--- src/rtl/game_pkg.sv ---
// Shared definitions for the game controller: state encoding, screen geometry
// and default gameplay tuning values.
package game_pkg;

  typedef enum logic [1:0] {
    NEWGAME = 2'd0,
    PLAY    = 2'd1,
    NEWGUN  = 2'd2,
    OVER    = 2'd3
  } game_state_t;

  localparam int MAX_X = 640;
  localparam int MAX_Y = 480;

  localparam int LIFE_INIT_DEF      = 3;
  localparam int LEVEL_MAX_DEF      = 7;
  localparam int HITS_PER_LEVEL_DEF = 10;
  localparam int RESPAWN_FRAMES_DEF = 60;

endpackage

--- src/rtl/bcd_cnt2.sv ---
// Two-digit BCD score counter; counts 00..99 and wraps back to 00.
module bcd_cnt2 (
  input  logic       clk,
  input  logic       rst,
  input  logic       clr,
  input  logic       inc,
  output logic [3:0] dig1,
  output logic [3:0] dig0
);

  logic [3:0] dig1_q, dig1_d;
  logic [3:0] dig0_q, dig0_d;

  always_comb begin
    dig1_d = dig1_q;
    dig0_d = dig0_q;
    if (clr) begin
      dig1_d = 4'd0;
      dig0_d = 4'd0;
    end else if (inc) begin
      if (dig0_q == 4'd9) begin
        dig0_d = 4'd0;
        dig1_d = (dig1_q == 4'd9) ? 4'd0 : dig1_q + 4'd1;
      end else begin
        dig0_d = dig0_q + 4'd1;
      end
    end
  end

  always_ff @(posedge clk) begin
    if (rst) begin
      dig1_q <= 4'd0;
      dig0_q <= 4'd0;
    end else begin
      dig1_q <= dig1_d;
      dig0_q <= dig0_d;
    end
  end

  assign dig1 = dig1_q;
  assign dig0 = dig0_q;

endmodule

--- src/rtl/game_ctrl.sv ---
// Game flow controller: new game, play, respawn and game-over sequencing with
// lives, level progression and BCD score. Pulse inputs are single-cycle events.
module game_ctrl
  import game_pkg::*;
#(
  parameter int LIFE_INIT      = LIFE_INIT_DEF,
  parameter int LEVEL_MAX      = LEVEL_MAX_DEF,
  parameter int HITS_PER_LEVEL = HITS_PER_LEVEL_DEF,
  parameter int RESPAWN_FRAMES = RESPAWN_FRAMES_DEF
) (
  input  logic       clk,
  input  logic       rst,
  input  logic       refr_tick,
  input  logic       start_key,
  input  logic       hit,
  input  logic       miss,
  output logic       game_stop,
  output logic       game_over,
  output logic [1:0] state,
  output logic [1:0] life,
  output logic [2:0] level,
  output logic [3:0] dig1,
  output logic [3:0] dig0,
  output logic [3:0] obs_speed
);

  localparam logic [1:0] LIFE_V  = 2'(LIFE_INIT);
  localparam logic [2:0] LVMAX_V = 3'(LEVEL_MAX);
  localparam logic [3:0] HITS_V  = 4'(HITS_PER_LEVEL);
  localparam logic [5:0] RESP_V  = 6'(RESPAWN_FRAMES);

  game_state_t state_q, state_d;
  logic [1:0]  life_q, life_d;
  logic [2:0]  level_q, level_d;
  logic [3:0]  hits_q, hits_d;
  logic [5:0]  frame_q, frame_d;
  logic        start_key_q;
  logic        start_edge;
  logic        score_clr;
  logic        score_inc;

  assign start_edge = start_key & ~start_key_q;

  always_comb begin
    state_d   = state_q;
    life_d    = life_q;
    level_d   = level_q;
    hits_d    = hits_q;
    frame_d   = frame_q;
    score_clr = 1'b0;
    score_inc = 1'b0;
    case (state_q)
      NEWGAME: begin
        if (start_edge) state_d = PLAY;
      end
      PLAY: begin
        if (hit) begin
          score_inc = 1'b1;
          // At the top level the hit counter sticks at its threshold.
          if ((hits_q + 4'd1 == HITS_V) && (level_q < LVMAX_V)) begin
            level_d = level_q + 3'd1;
            hits_d  = 4'd0;
          end else if (hits_q < HITS_V) begin
            hits_d = hits_q + 4'd1;
          end
        end
        if (miss) begin
          if (life_q == 2'd1) begin
            life_d  = 2'd0;
            state_d = OVER;
          end else begin
            life_d  = life_q - 2'd1;
            frame_d = 6'd0;
            state_d = NEWGUN;
          end
        end
      end
      NEWGUN: begin
        if (start_edge) begin
          state_d = PLAY;
        end else if (refr_tick) begin
          frame_d = frame_q + 6'd1;
          if (frame_d == RESP_V) state_d = PLAY;
        end
      end
      OVER: begin
        // Fresh game values are loaded on the way out so NEWGAME shows them.
        if (start_edge) begin
          state_d   = NEWGAME;
          score_clr = 1'b1;
          life_d    = LIFE_V;
          level_d   = 3'd1;
          hits_d    = 4'd0;
          frame_d   = 6'd0;
        end
      end
      default: state_d = NEWGAME;
    endcase
  end

  always_ff @(posedge clk) begin
    if (rst) begin
      state_q     <= NEWGAME;
      life_q      <= LIFE_V;
      level_q     <= 3'd1;
      hits_q      <= 4'd0;
      frame_q     <= 6'd0;
      start_key_q <= 1'b1;
    end else begin
      state_q     <= state_d;
      life_q      <= life_d;
      level_q     <= level_d;
      hits_q      <= hits_d;
      frame_q     <= frame_d;
      start_key_q <= start_key;
    end
  end

  bcd_cnt2 u_score (
    .clk  (clk),
    .rst  (rst),
    .clr  (score_clr),
    .inc  (score_inc),
    .dig1 (dig1),
    .dig0 (dig0)
  );

  assign state     = state_q;
  assign game_stop = (state_q != PLAY);
  assign game_over = (state_q == OVER);
  assign life      = life_q;
  assign level     = level_q;
  assign obs_speed = {1'b0, level_q} + 4'd2;

endmodule

--- config.mk ---
export PLATFORM = sky130hd
export DESIGN_NAME = game_ctrl
export DESIGN_NICKNAME = d
export VERILOG_FILES = /design/src/rtl/game_pkg.sv /design/src/rtl/bcd_cnt2.sv /design/src/rtl/game_ctrl.sv
export SDC_FILE = /design/constraint.sdc
export NUM_CORES = 1
export LEC_CHECK = 0
export ABC_AREA = 1
export CELL_PAD_IN_SITES_DETAIL_PLACEMENT = 0
export CELL_PAD_IN_SITES_GLOBAL_PLACEMENT = 1
export CORE_MARGIN = 3
export CORE_UTILIZATION = 40
export CTS_CLUSTER_DIAMETER = 200
export DETAILED_ROUTE_END_ITERATION = 16
export GPL_ROUTABILITY_DRIVEN = 0
export PLACE_DENSITY_LB_ADDON = 0.1
export RECOVER_POWER = 25
export SLEW_MARGIN = 25
export SYNTH_ARGS = -nofsm -noshare
export SYNTH_HDL_FRONTEND = slang
export SYNTH_SLANG_ARGS = --single-unit
--- constraint.sdc ---
create_clock -name clk -period 2.5 [get_ports clk]
set_input_delay 0.75 -clock clk [delete_from_list [all_inputs] [get_ports clk]]
set_output_delay 0.75 -clock clk [all_outputs]
set_load 0.005 [all_outputs]
==> flow_summary.json <==
{
  "min_path_cells": 2,
  "crit_required_ns": 1.75,
  "start_util": 0.4293,
  "min_to": "frame_q[5]$_SDFFE_PP0P_",
  "ys_types": 36,
  "min_from": "frame_q[5]$_SDFFE_PP0P_",
  "worstHoldPathType": "flop to flop",
  "r2r_start": "hits_q[0]$_SDFFE_PP0P_",
  "grt-ovfl-total": 0,
  "grt_use_total": 0.1541,
  "grt_pass1_vias": 1274,
  "hold_buffers": 0,
  "rsz0062_at_grt": "false",
  "relSlewSlack": 0.7402,
  "ant_nets": 0,
  "cap_violations": 0,
  "power_uw": 792.9,
  "async_flop_share": 0,
  "clk_pin_slew_ns": 0.09,
  "leakage_nw": 0.7682,
  "cts_sinks": 26,
  "fp.dieArea_sq_mm": 0.004490,
  "power_density_mw_per_mm2": 430.5,
  "synth_simple_gate_area_frac": 0.3546,
  "r2r_cells": 7,
  "synth_area_sq_mm": 0.001489,
  "arrival_ns": 1.55,
  "period_minus_slack_ns": 2.295,
  "setup_tns_ns": 0,
  "r2r_end": "level[2]$_SDFFE_PP0P_",
  "setup_viol": 0,
  "tritoncts": "yes",
  "status": "completed",
  "die_x_um": 67.01,
  "synth_compound_area_frac": 0.1303,
  "synth_edf_count": 0,
  "syn_inst": 205,
  "pwr-share-clk": 0.338,
  "syn_area_per_cell_sq_um": 7.263,
  "synth-seq-cells": 26,
  "place_area_sq_mm": 0.001813,
  "swShare": 0.2359,
  "p_switching_uw": 187.0,
  "synth_area_leaders": "dfxtp_1 (35%), nand2_1 (13%), inv_1 (6.1%)",
  "tightest_slew_ns": 0.3896,
  "antenna_found_initial": 0,
  "fp-row-count": 21,
  "drive_above_1_share": 0.08511,
  "ir_drop_mv": 0.1901,
  "path_cells": "inv_1, nand2_4, clkdlybuf4s50_1",
  "core-area_sq_mm": 0.003468,
  "avgViaCountPerCell": 4.886,
  "root_buffer": "clkbuf_8",
  "fin_nets": 248,
  "fin_skew_ns": 0.003415,
  "yosysMostFrequentCell": "nand2_1",
  "yosysTopAreaCell": "dfxtp_1",
  "clock_latency_ns": 0.26,
  "synth_common_cells": "nand2_1 (50), dfxtp_1 (26), inv_1 (24), nor2_1 (24), nand3_1 (14)",
  "end_kind": "output port",
  "grt_pass1_wl_um": 5382,
  "path_buf_inv": 2,
  "crit_fanout": 6,
  "synth_top_family_by_area": "simple AND/OR/NAND/NOR gates",
  "regToRegSetupSlack_ns": 0.84,
  "io_pins": 27,
  "synth_top_area_frac": 0.3496,
  "dp_hpwl_um": 2473,
  "die_h_um": 67.01,
  "area_growth_syn_to_layout_pct": 23.70,
  "combPwrFrac": 0.114,
  "seqPwrFrac": 0.548,
  "hold_viol": 0,
  "initialDrtViolationCount": 73,
  "critical_path_class": "flop to output port",
  "synth_fa_ha_area_frac": 0.05042,
  "drc": 0,
  "wire_per_inst_um": 10.90,
  "start_kind": "flop",
  "port_buffers": 26,
  "drt_wl_total_um": 3064,
  "critPathMaxStageDelay_ns": 0.53,
  "yosysWarnings": 0,
  "cts_buffers": 3,
  "yosys-mux-area-fraction": 0,
  "routed-via-count": 1373,
  "fmax_mhz": 435.7,
  "cp_top_family": "buffers and inverters",
  "cts_buffer_depth": 2,
  "insertedDiodeCount": 0,
  "syn-num-nets": 217,
  "ys.flop_type": "dfxtp_1",
  "drt_first_pass_iters": 4,
  "final.period_utilization": 0.9181,
  "p_int_uw": 605.9,
  "htree_levels": 1,
  "yosys.area_share.xor_xnor": 0.02941,
  "synth.yosys.seq_area_share": 0.3496,
  "grt_max_degree": 15,
  "slowest_stage": "clkdlybuf4s50_1",
  "whs_ns": 0.4909,
  "stdcell_area_sq_mm": 0.001842,
  "slew_viol_final": 0
}
## final cells by class
type                    instances  area, sq um
flip-flops and latches         26        521.8
multi-input cells             148        817.0
repair buffers                 29        279.0
fillers                       347         1627
inverters                      28        111.4
clock buffers                   4        55.05
well taps                      46        57.56
## cell usage in the layout (no fill, tap or decap), drive strengths merged
| cell | n |
|---|---|
| o21bai | 2 |
| nor2 | 27 |
| xor2 | 5 |
| nor3 | 4 |
| clkbuf | 5 |
| nor3b | 1 |
| dlygate4sd3 | 1 |
| a21oi | 13 |
| or2 | 1 |
| o21ai | 9 |
| inv | 26 |
| nand3b | 1 |
| clkdlybuf4s50 | 25 |
| o32ai | 2 |
| buf | 2 |
| and3 | 1 |
| a211oi | 1 |
| ha | 6 |
| nand4 | 2 |
| a21boi | 1 |
| dfxtp | 26 |
| a31oi | 1 |
| nand2 | 56 |
| o211ai | 1 |
| clkinv | 2 |
| nand3 | 14 |
## worst register-to-register path, stage by stage, from the launching register on
cell and delay (ns):
dfxtp_1 0.36, ha_1 0.22, xor2_1 0.16, nor2_1 0.09, nand2_1 0.12, a21boi_0 0.34
nand3_1 0.12, a21oi_1 0.17
## flip-flops by register name, summed over array words and instances, names as in the netlist
register	count
frame_q	6
hits_q	4
level	3
life	2
start_key_q	1
state	2
u_score.dig0	4
u_score.dig1	4
## per-stage QoR
step | setup WS, ns | std cells | utilization
2_1_floorplan | 0.6943 | 205 | -
3_3_place_gp | 0.3376 | 277 | 0.5227
3_5_place_dp | 0.2919 | 277 | 0.5227
4_1_cts | 0.05598 | 281 | 0.5386
5_1_grt | 0.1059 | 281 | 0.5310
6_report | 0.2047 | 281 | 0.5310
## metal layers
layer / vias to the layer above / track usage / wire, um
met5: - / 0 / 0
met4: 0 / 0.04557 / 21
met3: 2 / 0.02361 / 143
met2: 34 / 0.2638 / 1422
met1: 617 / 0.1967 / 1476
li1: 720 / - / -
## power by group through the flow
stage | registers, mW | logic (mW) | clock network [mW]
after floorplan | 0.442 | 0.0567 | 0
after global placement | 0.444 | 0.0930 | 0
after detailed placement | 0.444 | 0.0941 | 0
after global routing | 0.437 | 0.101 | 0.293
final | 0.435 | 0.0902 | 0.268
after CTS | 0.435 | 0.0944 | 0.284
## logic make-up (layout without fill, tap and decap cells)
kind of cell	Yosys count	in the layout
AO/OA/AOI/OAI	30	30
flip-flops	26	26
adder cells (fa/ha/maj)	6	6
XOR/XNOR	5	5
AND/OR/NAND/NOR	107	107
buffers and inverters	31	61
## worst max-delay path by stage
| stage | startpoint | endpoint | cells after the start |
|---|---|---|---|
| global route | state[1]$_SDFFE_PP0P_ | game_stop | 3 |
| detailed placement | start_key | u_score.dig0[1]$_SDFFE_PP0P_ | 8 |
| global placement | start_key | u_score.dig1[1]$_SDFFE_PP0P_ | 8 |
| CTS | state[0]$_SDFFE_PP0P_ | game_over | 3 |
| floorplan | rst | u_score.dig0[1]$_SDFFE_PP0P_ | 6 |
| finish | state[1]$_SDFFE_PP0P_ | game_stop | 3 |
## what timing repair did
item | CTS | global route
buffers inserted | 0 | 0
resized for setup | 0 | 1
endpoints found under the hold margin | 0 | 0
setup endpoints to repair | 0 | 1
Power figures use the tool's default switching activity.
